<file path="src/rtl/muldiv_unit_pkg.sv">
// Shared types and op-decoding helpers for the iterative RV32M multiply/divide unit.
package muldiv_unit_pkg;

    typedef enum logic [2:0] {
        MUL_OP    = 3'd0,
        MULH_OP   = 3'd1,
        MULHSU_OP = 3'd2,
        MULHU_OP  = 3'd3,
        DIV_OP    = 3'd4,
        DIVU_OP   = 3'd5,
        REM_OP    = 3'd6,
        REMU_OP   = 3'd7
    } muldiv_op;

    typedef enum logic [1:0] {
        IDLE  = 2'd0,
        CALC  = 2'd1,
        FIXUP = 2'd2,
        DONE  = 2'd3
    } muldiv_state;

    function automatic logic is_div(input muldiv_op op);
        return op[2];
    endfunction

    function automatic logic is_rem(input muldiv_op op);
        return op[2] & op[1];
    endfunction

    function automatic logic a_signed(input muldiv_op op);
        return (op == MUL_OP) || (op == MULH_OP) || (op == MULHSU_OP) ||
               (op == DIV_OP) || (op == REM_OP);
    endfunction

    function automatic logic b_signed(input muldiv_op op);
        return (op == MUL_OP) || (op == MULH_OP) || (op == DIV_OP) || (op == REM_OP);
    endfunction

endpackage

</file>
<file path="src/rtl/muldiv_iter.sv">
// One iteration of the shared datapath: shift-add multiply step or restoring-divide step
// over a {high, low} accumulator of twice the operand width.
module muldiv_iter #(
    parameter int DATA_WIDTH = 32
) (
    input  logic [2*DATA_WIDTH-1:0] acc_i,
    input  logic [DATA_WIDTH-1:0]   operand_i,
    input  logic                    is_div_i,
    output logic [2*DATA_WIDTH-1:0] acc_o
);

    localparam int W = DATA_WIDTH;

    logic [W:0] add_sum;
    logic [W:0] div_win;
    logic [W:0] div_diff;

    always_comb begin
        // Multiply: low half holds the remaining multiplier bits, consumed LSB first.
        add_sum  = {1'b0, acc_i[2*W-1:W]} + {1'b0, operand_i};
        // Divide: the partial remainder shifted left by one, widened to catch the borrow.
        div_win  = acc_i[2*W-1:W-1];
        div_diff = div_win - {1'b0, operand_i};
        acc_o    = {1'b0, acc_i[2*W-1:1]};
        if (is_div_i) begin
            if (!div_diff[W]) begin
                acc_o = {div_diff[W-1:0], acc_i[W-2:0], 1'b1};
            end else begin
                acc_o = {div_win[W-1:0], acc_i[W-2:0], 1'b0};
            end
        end else if (acc_i[0]) begin
            acc_o = {add_sum, acc_i[W-1:1]};
        end
    end

endmodule

</file>
<file path="src/rtl/muldiv_unit.sv">
// Iterative RV32M multiply/divide unit: start/busy/done handshake, one bit per cycle,
// sign fixup in a dedicated cycle, divide special cases resolved at accept, kill for flushes.
module muldiv_unit
    import muldiv_unit_pkg::*;
#(
    parameter int DATA_WIDTH = 32
) (
    input  logic                  clk,
    input  logic                  rst,
    input  logic                  start,
    input  logic [2:0]            op,
    input  logic [DATA_WIDTH-1:0] op_a,
    input  logic [DATA_WIDTH-1:0] op_b,
    input  logic                  kill,
    output logic                  busy,
    output logic                  done,
    output logic [DATA_WIDTH-1:0] result
);

    localparam int W     = DATA_WIDTH;
    localparam int CNT_W = $clog2(DATA_WIDTH);
    localparam logic [W-1:0] MOST_NEG = {1'b1, {(W-1){1'b0}}};

    muldiv_state   state_q;
    muldiv_op      op_q;
    logic [CNT_W-1:0] cnt_q;
    logic [2*W-1:0] acc_q;
    logic [W-1:0]  opnd_q;
    logic          a_neg_q;
    logic          b_neg_q;
    logic [W-1:0]  result_q;
    logic          busy_q;
    logic          done_q;

    muldiv_op      op_in;
    logic          accept;
    logic          a_neg_d;
    logic          b_neg_d;
    logic [W-1:0]  mag_a;
    logic [W-1:0]  mag_b;
    logic [2*W-1:0] acc_d;
    logic [W-1:0]  opnd_d;
    logic          div_zero;
    logic          div_ovf;
    logic          special;
    logic [W-1:0]  special_result;
    logic [2*W-1:0] acc_step;
    logic [2*W-1:0] prod;
    logic [W-1:0]  quot;
    logic [W-1:0]  rem;
    logic [W-1:0]  fix_result;

    assign op_in  = muldiv_op'(op);
    assign accept = start && !kill && ((state_q == IDLE) || (state_q == DONE));

    always_comb begin
        a_neg_d  = a_signed(op_in) & op_a[W-1];
        b_neg_d  = b_signed(op_in) & op_b[W-1];
        mag_a    = a_neg_d ? -op_a : op_a;
        mag_b    = b_neg_d ? -op_b : op_b;
        // Divide keeps the dividend in the low half; multiply keeps the multiplier there.
        acc_d    = is_div(op_in) ? {{W{1'b0}}, mag_a} : {{W{1'b0}}, mag_b};
        opnd_d   = is_div(op_in) ? mag_b : mag_a;
        div_zero = is_div(op_in) && (op_b == '0);
        div_ovf  = ((op_in == DIV_OP) || (op_in == REM_OP)) &&
                   (op_a == MOST_NEG) && (op_b == '1);
        special  = div_zero || div_ovf;
        special_result = '0;
        if (is_rem(op_in)) begin
            special_result = div_zero ? op_a : '0;
        end else begin
            special_result = div_zero ? '1 : op_a;
        end
    end

    muldiv_iter #(
        .DATA_WIDTH(DATA_WIDTH)
    ) u_iter (
        .acc_i     (acc_q),
        .operand_i (opnd_q),
        .is_div_i  (is_div(op_q)),
        .acc_o     (acc_step)
    );

    always_comb begin
        prod       = (a_neg_q ^ b_neg_q) ? -acc_q : acc_q;
        quot       = (a_neg_q ^ b_neg_q) ? -acc_q[W-1:0] : acc_q[W-1:0];
        rem        = a_neg_q ? -acc_q[2*W-1:W] : acc_q[2*W-1:W];
        fix_result = rem;
        case (op_q)
            MUL_OP:                       fix_result = prod[W-1:0];
            MULH_OP, MULHSU_OP, MULHU_OP: fix_result = prod[2*W-1:W];
            DIV_OP, DIVU_OP:              fix_result = quot;
            default:                      fix_result = rem;
        endcase
    end

    always_ff @(posedge clk or posedge rst) begin
        if (rst) begin
            state_q  <= IDLE;
            op_q     <= MUL_OP;
            cnt_q    <= '0;
            acc_q    <= '0;
            opnd_q   <= '0;
            a_neg_q  <= 1'b0;
            b_neg_q  <= 1'b0;
            result_q <= '0;
            busy_q   <= 1'b0;
            done_q   <= 1'b0;
        end else begin
            done_q <= 1'b0;
            case (state_q)
                IDLE, DONE: begin
                    if (accept) begin
                        op_q    <= op_in;
                        cnt_q   <= '0;
                        acc_q   <= acc_d;
                        opnd_q  <= opnd_d;
                        a_neg_q <= a_neg_d;
                        b_neg_q <= b_neg_d;
                        if (special) begin
                            state_q  <= DONE;
                            result_q <= special_result;
                            done_q   <= 1'b1;
                            busy_q   <= 1'b0;
                        end else begin
                            state_q <= CALC;
                            busy_q  <= 1'b1;
                        end
                    end else begin
                        state_q <= IDLE;
                        busy_q  <= 1'b0;
                    end
                end
                CALC: begin
                    if (kill) begin
                        state_q <= IDLE;
                        busy_q  <= 1'b0;
                    end else begin
                        acc_q <= acc_step;
                        cnt_q <= cnt_q + CNT_W'(1);
                        if (cnt_q == CNT_W'(DATA_WIDTH - 1)) begin
                            state_q <= FIXUP;
                        end
                    end
                end
                FIXUP: begin
                    busy_q <= 1'b0;
                    if (kill) begin
                        state_q <= IDLE;
                    end else begin
                        state_q  <= DONE;
                        result_q <= fix_result;
                        done_q   <= 1'b1;
                    end
                end
                default: begin
                    state_q <= IDLE;
                    busy_q  <= 1'b0;
                end
            endcase
        end
    end

    assign busy   = busy_q;
    assign done   = done_q;
    assign result = result_q;

endmodule

</file>
<file path="config.mk">
export PLATFORM = sky130hd
export DESIGN_NAME = muldiv_unit
export DESIGN_NICKNAME = d
export VERILOG_FILES = /design/src/rtl/muldiv_unit_pkg.sv /design/src/rtl/muldiv_iter.sv /design/src/rtl/muldiv_unit.sv
export SDC_FILE = /design/constraint.sdc
export NUM_CORES = 1
export LEC_CHECK = 0
export BUFFER_PORTS_ARGS = -buffer_cell sky130_fd_sc_hd__buf_2
export CAP_MARGIN = 15
export CORE_MARGIN = 5
export CORE_UTILIZATION = 33
export DETAILED_ROUTE_END_ITERATION = 7
export SETUP_SLACK_MARGIN = 0.02
export SYNTH_ARGS = -nofsm -noshare
export SYNTH_HDL_FRONTEND = slang
export SYNTH_HIERARCHICAL = 1
export SYNTH_SLANG_ARGS = --single-unit
</file>
<file path="constraint.sdc">
create_clock -name clk -period 5.6 [get_ports clk]
set_input_delay 0.56 -clock clk [delete_from_list [all_inputs] [get_ports clk]]
set_output_delay 0.56 -clock clk [all_outputs]
set_load 0.02 [all_outputs]
</file>
# Word level (Yosys, flattened, before mapping)
# Cells that the tools add are included.
# word_totals
reg_bits,142
wordCells,108
output_inout_bits,34
# classes
mux,38
n_eq_ne,21
n_addsub,8
n_reduce_logical,27
bitwise,4
# op_table
operator,count
$mux 32,12
$mux 64,6
$neg 32->32,4
$pmux 64 s2,1
$pmux 32 s3,1
$eq 32x32->1 const B,2
$neg 64->64,1
$pmux 32 s2,1
$add 32x32->33,1
$sub 33x32->33,1
$logic_not 32->1,1
$eq 3x3->1 const B,4
$mux 2,5
$mux 5,2
$ne 2x2->1 const B,5
$pmux 5 s2,1
$eq 3x2->1 const B,3
$logic_or 1x1->1,9
$eq 3x1->1 const B,2
$logic_not 3->1,2
$mux 1,6
$pmux 2 s3,1
$add 5x1->5 const B,1
$eq 5x5->1 const B,1
16 further kinds,25

# Logic depth before layout (Yosys ltp)
# logic_depth
depth_word,10
depth_mapped,18

# Cells and area by module
# Netlist, hierarchy kept.
# by_module_without_submodules
mod,cells_each,area_each_um2,seq_area_each_um2,instances
muldiv_unit,1424,11239.5,3553.4,1
muldiv_iter,690,4720.8,0.0,1

# Worst setup path before layout
# Ideal clock, no wire load.
# synth_path
kind,reg-to-reg
from,register acc_q[31]
to,register acc_q[54]
arrival_ps,3422
path_slack_ps,2057
stages_incl_launch_ff,17
n_path_buf,2
t_required_ps,5479
cell_sequence,dfrtp_1 -> inv_1 -> ha_1 -> fa_1 -> nand2b_1 -> a21oi_1 -> a2111oi_0 -> o21a_1 -> nor3_2 -> o211ai_1 -> mux2i_1 -> and2_1 -> buf_4 -> buf_4 -> mux2i_1 -> a21oi_1 -> a22o_1
# synth_between
elab_chain_len,5
# synth_lines
item,line,text
start: declaration,muldiv_unit.sv:27,logic [2*W-1:0] acc_q;
start signal: assignment,muldiv_unit.sv:140,acc_q <= acc_step;
$sub 33x32->33,muldiv_iter.sv:23,"div_diff = div_win - {1'b0, operand_i};"
$mux 64,muldiv_iter.sv:26,if (!div_diff[W]) begin
$mux 64,muldiv_iter.sv:25,if (is_div_i) begin
net acc_step[54],muldiv_unit.sv:47,logic [2*W-1:0] acc_step;
$mux 64,muldiv_unit.sv:136,if (kill) begin
$pmux 64 s2,muldiv_unit.sv:112,case (state_q)
# The timed path passes the listed nets, and every way through them passes these cells. The select of a mux whose other input is x is not followed.
# A chain may end at the register's enable or synchronous reset.

# Worst setup path after layout
# layout_path
from,register acc_q[31]
to,register acc_q[40]
# Same word-level chain as after synthesis.

==> flow_metrics.tcl <==
set metrics [dict create \
    synth_top_area_frac 0.2226 \
    cts.htree.levels 4 \
    tightest_slew_ns 1.151 \
    crit_slowest_cell "a2111oi_0" \
    drt-total-wl_um 65480 \
    die_w_um 229.9 \
    clk_pin_slew_worst_paths_ns 0.07 \
    reg2reg_slack_ns 0.73 \
    start_util 0.3343 \
    post-dp-hpwl_um 49620 \
    async_reset_ff_frac 1.000 \
    crit_chain "inv_1 > ha_1 > fa_1 > nand2b_1 > a21oi_1 > a2111oi_0 > o21a_1 > nor3_2 > o211ai_1 > mux2i_1 > and2_2 > buf_4 > mux2i_1 > a21oi_1 > a22o_1" \
    cts_hold_buffers 0 \
    die_y_um 229.9 \
    netlist_area_sq_um 15960 \
    synthFlopType "dfrtp_1" \
    slowest_delay_ns 0.76 \
    syn-num-nets 2260 \
    dr.first_iter.drc_count 2086 \
    track_usage 0.2369 \
    path_max_fanout 18 \
    drv_slew 0 \
    max-cap-violations 0 \
    ant_nets 0 \
    hold_path.class "in2async" \
    r2r-start "acc_q[31]" \
    areaGrowthSynthToFinish_pct 10.18 \
    grt_max_degree 99 \
    via_per_inst 6.170 \
    rr_worst_depth 15 \
    core-area_sq_um 47750 \
    skew_ns 0.01276 \
    regArea_sq_um 3557 \
    cts_tree "built" \
    rsz0062_at_grt "no" \
    avgSynthCellArea_sq_um 7.550 \
    drt_first_pass_iters 8 \
    synth_area_leaders "dfrtp_1 22%, a21oi_1 6.1%, ha_1 5.7%, nand2_1 5.2%, o21ai_0 5.0%" \
    power.leakage_nw 7.537 \
    fmax_mhz 205.5 \
    vias 17022 \
    antenna_found_initial 0 \
    post_drt_wl_per_cell_um 23.73 \
    ys_ff_latch 142 \
    drc 2 \
    ir_drop_mv 0.2533 \
    post-route-period-util 0.8690 \
    die_area_sq_um 52860 \
    clkLatencyLatePin_ns 0.47 \
    grt_pass1_wl_um 97900 \
    cts_setup_buffers 0 \
    nets 2277 \
    seq_area_frac_synth 0.2226 \
    synth_edf_count 0 \
    post-synth-top-area-cell "dfrtp_1" \
    grt.overflow.total 0 \
    yosysWarnings 6 \
    postSynthCellCount 2114 \
    clock_path_buffers 2 \
    antenna_cells 0 \
    final_cell_count_no_fill 2759 \
    portBuffers 104 \
    ios 105 \
    root_buffer "clkbuf_16" \
    status "finished with violations" \
    p_per_area_nw_per_um2 543.7 \
    cts_made_buffers 17 \
    finalHoldViolations 0 \
    cp.required_ns 5.96 \
    ys_types 92 \
    multi_input_area_sq_um 11570 \
    timing.rr.end "acc_q[40]" \
    critPathCaptureType "register" \
    dp.cells 2726 \
    drive_gt1_frac 0.1208 \
    fin_util 0.3683 \
    cts_resized 0 \
    routabilityCongestion 0.9824 \
    setup-tns-final_ns 0 \
    setup_viol 0 \
    cp-start-kind "register" \
    rows 80 \
    grt_pass1_vias 15759 \
    clock_sinks 142 \
    slew_headroom 0.2324 \
    path_class "reg2reg" \
    fillers 4977 \
    worstPathArrival_ns 5.23 \
    violations "design-rule violations" \
    min_period_ns 4.866 \
]
power by group:
group / internal, mW / switching, mW
Combinational: 2.39 / 3.86
Clock: 0.688 / 0.495
Sequential: 1.34 / 0.784
Total: 4.43 / 5.13
registers in the layout (all words and copies together), names as in the netlist, 2 cells and up:
signal / count
acc_q: 64
cnt_q: 5
op_q: 3
opnd_q: 32
result: 32
state_q: 2
cell usage after synthesis, types with 44 or more instances:
library cell	count
mux2i_1	54
o21ai_0	160
ha_1	73
xor2_1	66
inv_1	68
nand2_1	219
nor3_1	51
a22o_1	44
nand3_1	47
a21oi_1	196
nor2_1	157
xnor2_1	88
dfrtp_1	142
clkbuf_1	124
per-stage QoR:
step / cell area (sq um) / total power [mW] / hold slack, ns / worst slack (ns)
floorplan: 15960 / 6.391 / 0.4649 / 1.230
global placement: 16980 / 8.145 / 0.4619 / 1.045
detailed placement: 16980 / 8.195 / 0.4709 / 0.8660
CTS: 17560 / 9.407 / 0.3581 / 0.8489
global route: 17580 / 10.20 / 0.4025 / 0.5631
finish: 17580 / 9.561 / 0.3183 / 0.7336
worst max path at each step:
stage | startpoint | end | slack (ns) | depth (start not counted)
floorplan | rst | a_neg_q | 1.23 | 1
global placement | acc_q[34] | acc_q[39] | 1.05 | 13
detailed placement | acc_q[31] | acc_q[40] | 0.87 | 15
CTS | acc_q[31] | acc_q[40] | 0.85 | 15
global route | acc_q[31] | acc_q[35] | 0.56 | 15
finish | acc_q[31] | acc_q[40] | 0.73 | 15
worst max-delay path, delay by kind of cell, from the launching register on:
| kind | cells | cell delay (ns) |
|---|---|---|
| flops | 1 | 0.47 |
| simple gates | 3 | 0.88 |
| fa+ha+maj | 2 | 0.41 |
| mux | 2 | 0.85 |
| compound gates | 6 | 1.72 |
| buf+inv | 2 | 0.43 |
layer usage:
metal / vias to the layer above / global-route usage / wire length [um]
met5: - / 0 / 0
met4: 0 / 0.08407 / 2461
met3: 121 / 0.05996 / 6129
met2: 791 / 0.3652 / 28890
met1: 8204 / 0.3228 / 28000
li1: 7906 / - / -
placed cells by master (no fill, tap or decap), types with 7 or more instances in the layout:
master / instances
dfrtp_1: 141
nor2b_1: 27
mux2i_1: 54
nor3_1: 51
a22oi_1: 8
nand4_1: 32
a311oi_1: 7
buf_2: 104
o41ai_1: 19
o21ai_0: 160
ha_1: 73
a21o_1: 31
nor4_1: 32
and3_1: 27
o21ai_1: 11
nor2_1: 157
a211oi_1: 36
o31ai_1: 24
and2_1: 13
or4_1: 19
nand2_1: 219
buf_4: 38
o311ai_0: 9
a221oi_1: 10
xor2_1: 66
o22ai_1: 7
clkbuf_16: 17
o21a_1: 19
inv_1: 67
o31ai_2: 7
xnor2_1: 87
nand2b_1: 20
mux2_2: 43
o211ai_1: 26
nand3_1: 47
a22o_1: 44
a31oi_1: 30
a21oi_1: 195
or3_1: 25
logic make-up (layout without fill, tap and decap cells):
kind of cell / Yosys count / in the layout / share of synthesized area
flip-flops: 142 / 142 / 0.2226
AND/OR/NAND/NOR: 702 / 702 / 0.2146
XOR/XNOR: 154 / 154 / 0.08451
multiplexers: 98 / 98 / 0.06491
AO/OA/AOI/OAI: 727 / 727 / 0.2992
adder cells (fa/ha/maj): 75 / 75 / 0.05974
buffers and inverters: 216 / 246 / 0.05433
final cells by class:
type                            instances  area share
Timing Repair Buffer                  143     0.04696
Multi-Input combinational cell       1756      0.6582
Sequential cell                       142      0.2023
Clock inverter                         10    0.006404
Clock buffer                           22     0.02697
Tap cell                              615     0.04376
Inverter                               71     0.01544
(Power assumes the default switching activity.)
